$ cat src/rtl/pipe_ctrl_pkg.sv
// Shared opcode map, ALU encodings and the control bundle carried down the pipe.
// Consumed by ctrl_decode and pipe_ctrl_unit.
package pipe_ctrl_pkg;

    localparam logic [5:0] OPC_RTYPE = 6'b000001;
    localparam logic [5:0] OPC_LW    = 6'b100011;
    localparam logic [5:0] OPC_SW    = 6'b101011;
    localparam logic [5:0] OPC_BEQ   = 6'b000100;
    localparam logic [5:0] OPC_J     = 6'b001100;
    localparam logic [5:0] OPC_SLT   = 6'b111000;
    localparam logic [5:0] OPC_SLL   = 6'b111010;
    localparam logic [5:0] OPC_ADDI  = 6'b101000;

    localparam logic [2:0] ALU_NOP   = 3'b000;
    localparam logic [2:0] ALU_SUB   = 3'b001;
    localparam logic [2:0] ALU_RTYPE = 3'b010;
    localparam logic [2:0] ALU_ADD   = 3'b011;
    localparam logic [2:0] ALU_SLT   = 3'b100;
    localparam logic [2:0] ALU_SLL   = 3'b110;

    // mem_to_reg=1 picks the ALU result at writeback, 0 picks load data.
    typedef struct packed {
        logic       reg_dst;
        logic       alu_src;
        logic       branch;
        logic       jump;
        logic [2:0] alu_op;
        logic       mem_read;
        logic       mem_write;
        logic       reg_write;
        logic       mem_to_reg;
    } ctrl_bundle_t;

    localparam ctrl_bundle_t BUBBLE = '0;

endpackage

$ cat src/rtl/pipe_ctrl_unit_decode.sv
// Pure combinational opcode decoder: control bundle plus whether rt is a source.
// Undefined opcodes decode to BUBBLE.
module ctrl_decode
    import pipe_ctrl_pkg::*;
#(
    parameter int OPC_W = 6
) (
    input  logic [OPC_W-1:0] opcode,
    output ctrl_bundle_t     ctrl,
    output logic             uses_rt
);

    always_comb begin
        ctrl    = BUBBLE;
        uses_rt = 1'b0;
        case (opcode)
            OPC_W'(OPC_RTYPE), OPC_W'(OPC_SLT), OPC_W'(OPC_SLL): begin
                ctrl.reg_dst    = 1'b1;
                ctrl.reg_write  = 1'b1;
                ctrl.mem_to_reg = 1'b1;
                uses_rt         = 1'b1;
                if (opcode == OPC_W'(OPC_SLT))
                    ctrl.alu_op = ALU_SLT;
                else if (opcode == OPC_W'(OPC_SLL))
                    ctrl.alu_op = ALU_SLL;
                else
                    ctrl.alu_op = ALU_RTYPE;
            end
            OPC_W'(OPC_LW): begin
                ctrl.alu_src   = 1'b1;
                ctrl.mem_read  = 1'b1;
                ctrl.reg_write = 1'b1;
                ctrl.alu_op    = ALU_ADD;
            end
            OPC_W'(OPC_SW): begin
                ctrl.alu_src   = 1'b1;
                ctrl.mem_write = 1'b1;
                ctrl.alu_op    = ALU_ADD;
                uses_rt        = 1'b1;
            end
            OPC_W'(OPC_BEQ): begin
                ctrl.branch = 1'b1;
                ctrl.alu_op = ALU_SUB;
                uses_rt     = 1'b1;
            end
            OPC_W'(OPC_J): begin
                ctrl.jump = 1'b1;
            end
            OPC_W'(OPC_ADDI): begin
                ctrl.alu_src    = 1'b1;
                ctrl.reg_write  = 1'b1;
                ctrl.mem_to_reg = 1'b1;
                ctrl.alu_op     = ALU_ADD;
            end
            default: begin
                ctrl    = BUBBLE;
                uses_rt = 1'b0;
            end
        endcase
    end

endmodule

$ cat src/rtl/pipe_ctrl_unit.sv
// Pipelined control unit: decode, ID/EX-EX/MEM-MEM/WB control registers, load-use
// and branch hazard handling, saturating event counters. Optional illegal-opcode
// pulse enabled by PIPE_CTRL_ILLEGAL_TRAP_EN.
module pipe_ctrl_unit
    import pipe_ctrl_pkg::*;
#(
    parameter int OPC_W   = 6,
    parameter int ALUOP_W = 3,
    parameter int RA_W    = 5,
    parameter int CNT_W   = 16
) (
    input  logic               clk,
    input  logic               rst,
    input  logic               id_valid,
    input  logic [OPC_W-1:0]   id_opcode,
    input  logic [RA_W-1:0]    id_rs,
    input  logic [RA_W-1:0]    id_rt,
    input  logic [RA_W-1:0]    id_rd,
    input  logic               stall_ext,
    input  logic               branch_taken,
    output logic               hazard_stall,
    output logic               pc_src,
    output logic               flush,
    output logic               ex_reg_dst,
    output logic               ex_alu_src,
    output logic               ex_branch,
    output logic               ex_jump,
    output logic [ALUOP_W-1:0] ex_alu_op,
    output logic [RA_W-1:0]    ex_dest,
    output logic               mem_read,
    output logic               mem_write,
    output logic               wb_reg_write,
    output logic               wb_mem_to_reg,
    output logic [CNT_W-1:0]   hazard_cnt,
    output logic [CNT_W-1:0]   flush_cnt,
    output logic               illegal_op
);

    ctrl_bundle_t dec_ctrl;
    ctrl_bundle_t id_ctrl;
    ctrl_bundle_t ex_ctrl;
    logic         dec_uses_rt;
    logic         mem_reg_write;
    logic         mem_mem_to_reg;
    logic         hazard_raw;
    logic         redirect;
    logic         insert_bubble;
    logic [RA_W-1:0] id_dest;

    ctrl_decode #(.OPC_W(OPC_W)) u_decode (
        .opcode  (id_opcode),
        .ctrl    (dec_ctrl),
        .uses_rt (dec_uses_rt)
    );

    assign id_ctrl = id_valid ? dec_ctrl : BUBBLE;
    assign id_dest = !id_valid ? '0 : (dec_ctrl.reg_dst ? id_rd : id_rt);

    assign hazard_raw = ex_ctrl.mem_read & id_valid & (ex_dest != '0) &
                        ((ex_dest == id_rs) | (dec_uses_rt & (ex_dest == id_rt)));
    assign redirect   = (ex_ctrl.branch & branch_taken) | ex_ctrl.jump;

    // A redirect squashes whatever sits in ID, so a coincident load-use stall is moot.
    assign pc_src        = ~stall_ext & redirect;
    assign flush         = pc_src;
    assign hazard_stall  = ~stall_ext & ~redirect & hazard_raw;
    assign insert_bubble = pc_src | hazard_stall;

    assign ex_reg_dst = ex_ctrl.reg_dst;
    assign ex_alu_src = ex_ctrl.alu_src;
    assign ex_branch  = ex_ctrl.branch;
    assign ex_jump    = ex_ctrl.jump;
    assign ex_alu_op  = ALUOP_W'(ex_ctrl.alu_op);

    always_ff @(posedge clk) begin
        if (rst) begin
            ex_ctrl        <= BUBBLE;
            ex_dest        <= '0;
            mem_read       <= 1'b0;
            mem_write      <= 1'b0;
            mem_reg_write  <= 1'b0;
            mem_mem_to_reg <= 1'b0;
            wb_reg_write   <= 1'b0;
            wb_mem_to_reg  <= 1'b0;
            hazard_cnt     <= '0;
            flush_cnt      <= '0;
        end else if (!stall_ext) begin
            ex_ctrl        <= insert_bubble ? BUBBLE : id_ctrl;
            ex_dest        <= insert_bubble ? '0 : id_dest;
            mem_read       <= ex_ctrl.mem_read;
            mem_write      <= ex_ctrl.mem_write;
            mem_reg_write  <= ex_ctrl.reg_write;
            mem_mem_to_reg <= ex_ctrl.mem_to_reg;
            wb_reg_write   <= mem_reg_write;
            wb_mem_to_reg  <= mem_mem_to_reg;
            if (hazard_stall && (hazard_cnt != '1))
                hazard_cnt <= hazard_cnt + CNT_W'(1);
            if (flush && (flush_cnt != '1))
                flush_cnt <= flush_cnt + CNT_W'(1);
        end
    end

`ifdef PIPE_CTRL_ILLEGAL_TRAP_EN
    // Every legal opcode sets at least one control bit, so an all-zero decode of a
    // valid instruction means the opcode is undefined.  Gated so it fires once,
    // on the edge that actually retires the instruction into ID/EX.
    logic illegal_next;
    assign illegal_next = id_valid & (dec_ctrl == BUBBLE) & ~stall_ext & ~insert_bubble;

    always_ff @(posedge clk) begin
        if (rst)
            illegal_op <= 1'b0;
        else
            illegal_op <= illegal_next;
    end
`else
    assign illegal_op = 1'b0;
`endif

endmodule
$ cat config.mk
export PLATFORM = sky130hd
export DESIGN_NAME = pipe_ctrl_unit
export DESIGN_NICKNAME = d
export VERILOG_FILES = /design/src/rtl/pipe_ctrl_pkg.sv /design/src/rtl/pipe_ctrl_unit_decode.sv /design/src/rtl/pipe_ctrl_unit.sv
export SDC_FILE = /design/constraint.sdc
export NUM_CORES = 1
export LEC_CHECK = 0
export ABC_AREA = 1
export CAP_MARGIN = 20
export CORE_MARGIN = 2
export CORE_UTILIZATION = 45
export DETAILED_ROUTE_END_ITERATION = 7
export GPL_TIMING_DRIVEN = 0
export MAX_ROUTING_LAYER = met4
export PLACE_DENSITY = 0.82
export SYNTH_ARGS = -nofsm -noshare
export SYNTH_HDL_FRONTEND = slang
export SYNTH_SLANG_ARGS = --single-unit
export TNS_END_PERCENT = 50
$ cat constraint.sdc
create_clock -name clk -period 4.72 [get_ports clk]
set_clock_uncertainty 0.1 [all_clocks]
set_input_delay 0.472 -clock clk [delete_from_list [all_inputs] [get_ports clk]]
set_output_delay 0.472 -clock clk [all_outputs]
set_load 0.02 [all_outputs]
==> metrics.md <==
| Metric | Value |
|---|---|
| Place WS | `1.735 ns` |
| Final nets | `593` |
| GRT Total Usage | `21.45%` |
| Cell Pwr Density | `213.0 mW/mm^2` |
| Dpl hpwl | `5919 um` |
| Synth Instances | `483` |
| Core area | `0.006832 mm^2` |
| Initial drt markers | `167` |
| P&R area growth vs syn | `30.79%` |
| CTS sink cnt | `54` |
| Minimum clock period | `2.982 ns` |
| H-tree depth | `2` |
| Post-CTS Setup Inserts | `0` |
| Fin Hold WS | `0.3775 ns` |
| R2R Path Start | `hazard_cnt[0]` |
| Layout cells sized above 1 | `9.717%` |
| Max clock buf depth | `2` |
| Buffers on Ports | `75` |
| Period utilization | `63.17%` |
| Grt total ovfl | `0` |
| Hold crit path type | `register to register` |
| DRT antenna net count | `0` |
| Routed wire length | `7688 um` |
| Reg2reg path depth | `11` |
| M1 WL | `3521 um` |
| DRC Markers | `0` |
| Avg WL per Cell | `11.61 um` |
| Slew @ Worst Pin | `0.6019 ns` |
| Vias in the first global route | `3099` |
| # hold bufs at CTS | `0` |
| Die H | `88.14 um` |
| Synth cell count leaders | `nand2_1, nor2_1, inv_1` |
| Yosys reg bits | `54` |
| Syn nets | `511` |
| Vias | `3290` |
| Top post-synthesis cells by area | `dfxtp_1, nand2_1, nor2_1` |
| Worst setup path startpoint | `id_opcode[3]` |
| Worst setup path end | `hazard_stall` |
| Number of enable flip-flop cells after synthesis | `0` |
| Biggest regs | `flush_cnt (16), hazard_cnt (16), ex_dest (5)` |
| # diodes | `0` |
| Post-synth cell types | `39` |
| Max VDD drop | `102.7 uV` |
| Setup ws final | `1.738 ns` |
| Setup_tns | `0 ns` |
| Top sig layer | `met4` |
| Mapped cell area | `0.003186 mm^2` |
| Most frequent cell after synthesis | `nand2_1` |
| Clock-pin slew on the worst setup and hold paths | `0.09 ns` |
| CP endpoint kind | `output port` |
| Max Slew Vio Count | `0` |
| Vias/cell | `4.970` |
| Worst Path Max Fanout | `5` |
| Global-route wire length before repair | `13160 um` |
| Reg-to-reg slack, setup | `2.78 ns` |
| Gpl congestion | `0.8562` |
| MaxCap Viol Count | `0` |
| Width of the die | `88.14 um` |
| DRT Pass-1 Iters | `4` |
| Starting density of the core | `46.63%` |
| CTS root buffer | `clkbuf_8` |
| Dominant synthesized flop cell | `dfxtp_1` |
| CP arrival | `2.41 ns` |
| TritonCTS clock tree | `done` |
| Met2 WL | `3718 um` |
| Hold Vio Cnt, Final | `0` |
| Leakage power | `1.673 nW` |
| CP Launch Type | `primary input` |
| Unrepaired setup endpoints after global routing | `no` |
| Cell Rows | `30` |
| Die area | `0.007768 mm^2` |
| Largest net degree at the start of global routing | `17` |
| R2r endpoint | `hazard_cnt[2]` |
| Avg Inst Size Synth | `6.595 um^2` |
| WP data required | `4.15 ns` |
| Slew HR | `59.73%` |
| Antenna violations before repair | `0` |
| Final Core Density | `60.99%` |
| Final Setup Violations | `0` |
| Yosys warning count | `0` |
| Yosys top cell by area | `dfxtp_1` |
| Fmax | `335.4 MHz` |
| Async set or reset register ratio after synthesis | `0%` |
| Run status | `complete, no violations` |
| Post_cts resized | `0` |
| CP Class | `primary input to output port` |
| Ports | `78` |
| Synth top area share | `33.94%` |
| Routed length on met3 | `322 um` |
| Worst skew pair latency | `0.31 ns` |
| CTS Buf Count | `5` |
| Register area share after synthesis | `33.94%` |
==> stage by stage <==
step                      cells  power (W)  area (um^2)
after global placement      654  0.0005823         4056
after CTS                   662  0.0008953         4167
final                       662  0.0008877         4167
after floorplan             483  0.0005376         3186
after detailed placement    654  0.0005844         4056
after global routing        662  0.0009250         4167
==> final cells by class <==
cell class	count	area [um^2]
multi-input combinational	329	1668
clock buffer	6	72.57
inverter	80	305.3
fill	649	2665
sequential	54	1081
tap	96	120.1
clock inverter	2	37.54
timing repair buffer	75	750.7
buffer	20	131.4
==> cell usage in the layout, fill, tap and decap left out, types with 2 or more instances in the layout <==
| master | count |
|---|---|
| buf_4 | 6 |
| nand2_2 | 3 |
| o21bai_1 | 12 |
| nand4_1 | 25 |
| nand3_2 | 2 |
| clkdlybuf4s50_1 | 75 |
| dfxtp_1 | 54 |
| nand2_1 | 100 |
| nor3_1 | 14 |
| inv_2 | 12 |
| nand2_4 | 4 |
| clkbuf_1 | 7 |
| clkbuf_8 | 5 |
| a21oi_1 | 26 |
| buf_2 | 2 |
| buf_1 | 3 |
| nor2_2 | 4 |
| inv_1 | 67 |
| nor2_4 | 2 |
| xnor2_1 | 3 |
| nand3_1 | 22 |
| buf_6 | 2 |
| o21ai_0 | 22 |
| nor2_1 | 69 |
| nand4_2 | 5 |
| nor3b_1 | 2 |
| ha_1 | 2 |
==> worst max-delay path, cell delays in order <==
cell	delay, ns
clkdlybuf4s50_1	0.52
inv_2	0.06
nor2_4	0.14
nand3_2	0.10
nand2_1	0.10
inv_2	0.07
nand2_4	0.07
nand2_4	0.07
a21oi_4	0.17
clkdlybuf4s50_1	0.64
==> layer usage <==
| layer | GRT usage [%] | up-vias |
|---|---|---|
| li1 | - | 1706 |
| met1 | 26.21 | 1478 |
| met2 | 36.57 | 93 |
| met3 | 3.582 | 13 |
| met4 | 5.923 | 0 |
| met5 | - | - |
==> kinds of logic (layout without fill, tap and decap cells) <==
logic type | Yosys count | count (layout) | share of synthesized area (%)
AND/OR/NAND/NOR | 257 | 257 | 38.61
buffers and inverters | 100 | 183 | 13.71
other | 1 | 1 | 0.1177
adder cells (fa/ha/maj) | 2 | 2 | 0.7854
flip-flops | 54 | 54 | 33.94
AO/OA/AOI/OAI | 65 | 65 | 11.74
XOR/XNOR | 4 | 4 | 1.100
==> report_power, final <==
part           internal (W)  leakage (nW)  switching, W
clock network      0.000159        0.0514      0.000155
registers          0.000461         0.437    0.00000573
logic             0.0000492          1.19     0.0000577
total              0.000669          1.67      0.000219
==> worst min-delay path by stage <==
| stage | from | cells after the start | to |
|---|---|---|---|
| 3_3_place_gp | ex_ctrl[1] | 2 | ex_ctrl[1] |
| 2_1_floorplan | ex_ctrl[0] | 2 | ex_ctrl[0] |
| 4_1_cts | ex_alu_op[0] | 2 | ex_alu_op[0] |
| 5_1_grt | stall_ext | 4 | mem_read |
| 6_report | ex_reg_dst | 2 | ex_reg_dst |
| 3_5_place_dp | ex_reg_dst | 2 | ex_reg_dst |
(Power assumes the default switching activity.)
